File: src/rtl/counter_pkg.sv
// Shared definitions for the counter labs: controller state encoding and
// the default counter width.
package counter_pkg;

  localparam int unsigned COUNTER_WIDTH_DEFAULT = 3;

  typedef enum logic [1:0] {
    IDLE = 2'd0,
    RUN  = 2'd1,
    HOLD = 2'd2,
    DONE = 2'd3
  } ctrl_state_t;

endpackage : counter_pkg

File: src/rtl/counter_dp.sv
// Counter datapath: WIDTH-bit count register with synchronous load and
// increment enable, plus an early compare of the incremented value against
// the captured terminal value so the controller can finish on the same edge.
module counter_dp
  import counter_pkg::*;
#(
  parameter int unsigned WIDTH = COUNTER_WIDTH_DEFAULT
) (
  input  logic             clk,
  input  logic             rst,
  input  logic             load_i,
  input  logic [WIDTH-1:0] load_val_i,
  input  logic             inc_i,
  input  logic [WIDTH-1:0] target_i,
  output logic [WIDTH-1:0] q_o,
  output logic             eq_o
);

  logic [WIDTH-1:0] count_q;
  logic [WIDTH-1:0] count_d;
  logic [WIDTH-1:0] count_inc;

  // Incremented value wraps naturally at 2^WIDTH.
  assign count_inc = count_q + WIDTH'(1);
  assign eq_o      = (count_inc == target_i);
  assign q_o       = count_q;

  // Next count: load has priority over increment, otherwise hold.
  always_comb begin
    // NOTE: assigning the hold value first means every path drives count_d, so no latch is inferred.
    count_d = count_q;
    if (load_i) begin
      count_d = load_val_i;
    end else if (inc_i) begin
      count_d = count_inc;
    end
  end

  // Count register with synchronous active-low reset.
  always_ff @(posedge clk) begin
    // NOTE: sequential state uses non-blocking assignments so all registers update together at the edge.
    if (!rst) begin
      count_q <= '0;
    end else begin
      count_q <= count_d;
    end
  end

endmodule : counter_dp

File: src/rtl/counter_ctrl.sv
// Sequencing controller for a bounded count window: captures start/terminal
// values, counts once per un-paused cycle, and holds done until acknowledged.
// Optional auto-reload restarts the window on ack instead of going idle.
module counter_ctrl
  import counter_pkg::*;
#(
  parameter int unsigned WIDTH       = COUNTER_WIDTH_DEFAULT,
  parameter bit          AUTO_RELOAD = 1'b0
) (
  input  logic             clk,
  input  logic             rst,
  input  logic             start,
  input  logic [WIDTH-1:0] load_val,
  input  logic [WIDTH-1:0] target,
  input  logic             pause,
  input  logic             ack,
  output logic [WIDTH-1:0] q,
  output logic             busy,
  output logic             done
);

  ctrl_state_t      state_q, state_d;
  logic [WIDTH-1:0] load_val_q, load_val_d;
  logic [WIDTH-1:0] target_q, target_d;
  logic             busy_q, busy_d;
  logic             done_q, done_d;

  logic             dp_load;
  logic [WIDTH-1:0] dp_load_val;
  logic             dp_inc;
  logic             dp_eq;
  logic             capture;

  counter_dp #(
    .WIDTH (WIDTH)
  ) u_dp (
    .clk        (clk),
    .rst        (rst),
    .load_i     (dp_load),
    .load_val_i (dp_load_val),
    .inc_i      (dp_inc),
    .target_i   (target_q),
    .q_o        (q),
    .eq_o       (dp_eq)
  );

  // Next-state and datapath control decode.
  always_comb begin
    state_d     = state_q;
    dp_load     = 1'b0;
    dp_load_val = load_val_q;
    dp_inc      = 1'b0;
    capture     = 1'b0;

    unique case (state_q)
      IDLE: begin
        if (start) begin
          capture     = 1'b1;
          dp_load     = 1'b1;
          dp_load_val = load_val;
          state_d     = (load_val == target) ? DONE : RUN;
        end
      end
      RUN: begin
        if (pause) begin
          state_d = HOLD;
        end else begin
          dp_inc = 1'b1;
          if (dp_eq) state_d = DONE;
        end
      end
      HOLD: begin
        // Leaving HOLD costs one edge with no increment.
        if (!pause) state_d = RUN;
      end
      DONE: begin
        // A start arriving with ack is dropped here; it is seen again in IDLE.
        if (ack) begin
          if (AUTO_RELOAD) begin
            dp_load = 1'b1;
            state_d = (load_val_q == target_q) ? DONE : RUN;
          end else begin
            state_d = IDLE;
          end
        end
      end
      default: state_d = IDLE;
    endcase
  end

  // Capture values only on an accepted start; outputs decode the next state
  // so they are registered alongside it.
  always_comb begin
    load_val_d = capture ? load_val : load_val_q;
    target_d   = capture ? target   : target_q;
    busy_d     = (state_d != IDLE);
    done_d     = (state_d == DONE);
  end

  // State, capture and output registers with synchronous active-low reset.
  always_ff @(posedge clk) begin
    if (!rst) begin
      state_q    <= IDLE;
      load_val_q <= '0;
      target_q   <= '0;
      busy_q     <= 1'b0;
      done_q     <= 1'b0;
    end else begin
      state_q    <= state_d;
      load_val_q <= load_val_d;
      target_q   <= target_d;
      busy_q     <= busy_d;
      done_q     <= done_d;
    end
  end

  assign busy = busy_q;
  assign done = done_q;

endmodule : counter_ctrl
File: config.mk
export PLATFORM = sky130hd
export DESIGN_NAME = counter_ctrl
export DESIGN_NICKNAME = d
export VERILOG_FILES = /design/src/rtl/counter_pkg.sv /design/src/rtl/counter_dp.sv /design/src/rtl/counter_ctrl.sv
export SDC_FILE = /design/constraint.sdc
export NUM_CORES = 1
export LEC_CHECK = 0
export CORE_AREA = 4 4 41 43
export CTS_CLUSTER_DIAMETER = 120
export DETAILED_ROUTE_END_ITERATION = 8
export DIE_AREA = 0 0 45 47
export PLACE_DENSITY = 0.79
export REMOVE_ABC_BUFFERS = 1
export SLEW_MARGIN = 5
export SYNTH_ARGS = -nofsm -noshare
export SYNTH_HDL_FRONTEND = slang
export SYNTH_SLANG_ARGS = --single-unit
export TNS_END_PERCENT = 20
File: constraint.sdc
create_clock -name clk -period 3.7 [get_ports clk]
set_clock_uncertainty 0.1 [all_clocks]
set_input_delay 0.37 -clock clk [delete_from_list [all_inputs] [get_ports clk]]
set_output_delay 0.37 -clock clk [all_outputs]
set_load 0.02 [all_outputs]
# Word-level counts from Yosys, hierarchy flattened
# Index checks and enable logic that the tools add are counted.
[totals]
output_inout_bits = 5
regBits = 13
elab_cells = 31
in_bits = 11
[op_classes]
add_sub_neg = 1
reduce_logical = 3
eq_ne = 6
mux = 15
[ops]
columns = ["cell", "count"]
rows = [
  ["$mux W2", 6],
  ["$mux W3", 4],
  ["$pmux W2 S4", 1],
  ["$eq A2 B2 Y1 const B", 3],
  ["$eq A3 B3 Y1", 2],
  ["$mux W1", 4],
  ["$reduce_bool A2 Y1", 2],
  ["$add A3 B1 Y3 const B", 1],
  ["$eq A2 B1 Y1 const B", 1],
  ["$logic_not A2 Y1", 1],
]

# Depth between registers and ports, before layout
[logic_depth]
ltp_word = 6
ltp_mapped = 5
ltp_nobuf = 5

# Modules after synthesis
# From an unflattened synthesis, not the netlist that was laid out.
[hier_totals]
hier_cells = 60
hier_area_um2 = 673.1
[modules_own_cells]
columns = ["module", "area_per_inst_um2", "n_inst", "seq_area_each_um2", "cells_per_inst"]
rows = [
  ["counter_ctrl", 464.2, 1, 200.2, 42],
  ["counter_dp", 209.0, 1, 60.1, 18],
]

# Least setup slack after synthesis
# Ideal clock, no wire load.
[synth_path]
path_kind = "register to register"
start = "register u_dp.count_q[0] (netlist: u_dp.q_o[0])"
end = "register busy_q (netlist: busy)"
path_stages_with_launch = 5
n_path_buf = 0
arrival_time_ps = 1598
setup_ps = 77
required_ps = 3523
synth_period_minus_slack_ps = 1775
setup_slack_ps = 1925
cell_sequence = "dfxtp_1 ha_1 xor2_1 or4_4 a41oi_2"
[synth_between]
elab_chain_cells = 6
[synth_rtl]
columns = ["item", "line", "source"]
rows = [
  ["from (decl)", "counter_dp.sv:19", "logic [WIDTH-1:0] count_q;"],
  ["from (signal assigned)", "counter_dp.sv:45", "count_q <= count_d;"],
  ["$add A3 B1 Y3", "counter_dp.sv:24", "assign count_inc = count_q + WIDTH'(1);"],
  ["$eq A3 B3 Y1", "counter_dp.sv:25", "assign eq_o = (count_inc == target_i);"],
  ["$mux W2", "counter_ctrl.sv:69", "if (dp_eq) state_d = DONE;"],
  ["$mux W2", "counter_ctrl.sv:65", "if (pause) begin"],
  ["$pmux W2 S4", "counter_ctrl.sv:55", "unique case (state_q)"],
  ["$reduce_bool A2 Y1", "counter_ctrl.sv:96", "busy_d = (state_d != IDLE);"],
  ["to (signal assigned)", "counter_ctrl.sv:112", "busy_q <= busy_d;"],
  ["to (decl)", "counter_ctrl.sv:25", "logic busy_q, busy_d;"],
]
# No other way between the ends.
# A chain may end at the register's enable or synchronous reset.

# Final worst setup path
[layout_path]
start = "register u_dp.count_q[0] (netlist: u_dp.q_o[0])"
end = "output q[0]"
[layout_lines]
columns = ["item", "line", "source"]
rows = [
  ["to (decl)", "counter_ctrl.sv:17", "output logic [WIDTH-1:0] q,"],
]
# No word-level cell between the ends.

==> reports/results.tsv <==
metric	value	unit
drive_gt1_frac	0.1111	
critPathLaunchType	register	
ys_seq_area_frac	0.3791	
status	finished, final reports clean	
post-place-ws	1643	ps
maxCapViolations	0	
layout.nets	86	
tightest_slew	549.6	ps
finalSetupTns	0	ps
core_area	1301	sq um
cp_num_cells	1	
r2r_start	u_dp.q_o[0]	
cp_max_fo	5	
avgSynthCellArea	9.429	sq um
synth_area_leaders	dfxtp_1, xnor2_1, mux2i_1	
hold_violations	0	
critPathKind	register to primary output	
htree_levels	1	
clk_path_buf_depth	2	
nFillCells	140	
io_pins	16	
initial_core_util	0.4058	
netlist_instances	56	
cp_cell_sequence	clkdlybuf4s50_1	
crit_path_end_kind	primary output	
hold_ws	422.5	ps
layout_common_cells	clkdlybuf4s50_1, dfxtp_1, nor2_1	
cts.reportedPaths.clkPinSlew	60	ps
async_flop_share	0	
rsz0062_at_grt	no	
synth_edf_count	0	
cts_tree	built	
worst_slack	1912	ps
root_buffer	clkbuf_4	
area_growth	33.18	%
period_share	0.4832	
worstPathArrival	1320	ps
routed_via_density	5.494	
startpoint	u_dp.q_o[0]	
fin_cells	87	
final_cell_area	703.2	sq um
p_per_area	421.9	nW/um^2
antenna_found_initial	0	
dieArea	2115	sq um
fp.dieH	47	um
dp.cells	84	
diodes	0	
cp_top_family	buffers and inverters	
yosysTopAreaCell	dfxtp_1	
numCtsBuffers	3	
seq_area	200.2	sq um
dp_hpwl	818.8	um
first_pass_iters	4	
worstSetupEndpoint	q[0]	
cts_post_setup_buffers_inserted	0	
total_power	0.2967	mW
final_util	0.5404	
synth_top_area_share	0.3791	
fin_crit	1788	ps
post_cts_resize_count	0	
final_common_cell	clkdlybuf4s50_1	
fp.dieW	45	um
worst_r2r_path_depth	4	
wl_per_cell	12.60	um
drt_first_iter_violations	11	
track_usage	0.1295	
setup_viol	0	
yosysUniqueCellTypes	25	
max_stage_delay	640	ps
ctsHoldBuffers	0	
grt_max_degree	10	
grt_pass1_vias	454	
place.gp.congestion	0.7952	
grt_overflow	0	
ys_ff_latch	10	
min_path_type	register to register	
synth_ff_type	dfxtp_1	
vias	478	
r2r-end	busy	
fmax	559.4	MHz
postRouteAntennaNets	0	
place_area	680.7	sq um
crit_slowest_cell	clkdlybuf4s50_1	
relSlewSlack	0.6320	
slew_viol_final	0	
cp_num_buf_inv	1	
ff2ff_setup_slack	1980	ps
portBuffers	15	
p_leak	0.2570	nW
multi_input_area	304.0	sq um
clock_latency	270	ps
clock-sinks	10	
vdd_drop_max	0.0001716	V
syn_area	528.0	sq um
yosys_warnings	0	
routed_wl	1.096	mm
num_rows	13	
grt_first_pass_wirelength	1.883	mm
critPathRequiredTime	3230	ps
post-route-drc-count	0	
## cell families after synthesis
logic type | Yosys count | share of synthesized area
AOI/OAI and AO/OA | 13 | 0.1777
xor gates and xnor gates | 7 | 0.1161
adders and majority gates | 1 | 0.02369
buffers and inverters | 4 | 0.04504
DFF | 10 | 0.3791
muxes | 3 | 0.05687
and+or+nand+nor | 18 | 0.2014
## registers in the layout, summed over array words and instances, names as in the netlist
name,count
busy,1
state_q,2
u_dp.q_o,3
target_q,3
done,1
## worst min-delay path by stage
stage               slack [ps]   startpoint          end  cells after the start
finish                     420  target_q[1]  target_q[1]                      2
detailed placement         420  target_q[1]  target_q[1]                      2
global placement           400  target_q[0]  target_q[0]                      2
CTS                        430  target_q[1]  target_q[1]                      2
floorplan                  380  target_q[1]  target_q[1]                      2
global route               450  target_q[0]  target_q[0]                      2
## cell usage after synthesis (2+ instances only)
| cell type | number |
|---|---|
| mux2i_1 | 3 |
| nand2_1 | 3 |
| nor2b_1 | 2 |
| dfxtp_1 | 10 |
| o21ai_0 | 3 |
| xnor2_1 | 5 |
| inv_1 | 2 |
| nor2_1 | 6 |
| xor2_1 | 2 |
| nor3_1 | 2 |
| a21oi_1 | 4 |
## power by group
part           leakage, nW  total, mW  internal, mW  switching, mW
logic                0.161     0.0898        0.0480         0.0418
clock network       0.0138     0.0747        0.0376         0.0371
registers           0.0823      0.132         0.120         0.0123
total                0.257      0.297         0.206         0.0912
## metal layers
layer	vias to the layer above	share of wire	wire, um	GRT usage
li1	231	-	-	-
met1	223	0.42	461	0.1409
met2	17	0.50	543	0.2119
met3	7	0.049	54	0.04598
met4	0	0.034	37	0.08772
met5	-	0	0	0
## final cells by class
class                           count  area share
Multi-Input combinational cell     42      0.4324
Sequential cell                    10      0.2847
Timing Repair Buffer               15      0.2135
Clock buffer                        3     0.03203
Tap cell                           15     0.02669
Inverter                            2     0.01068
No activity file was read; power rests on OpenSTA's default activity.
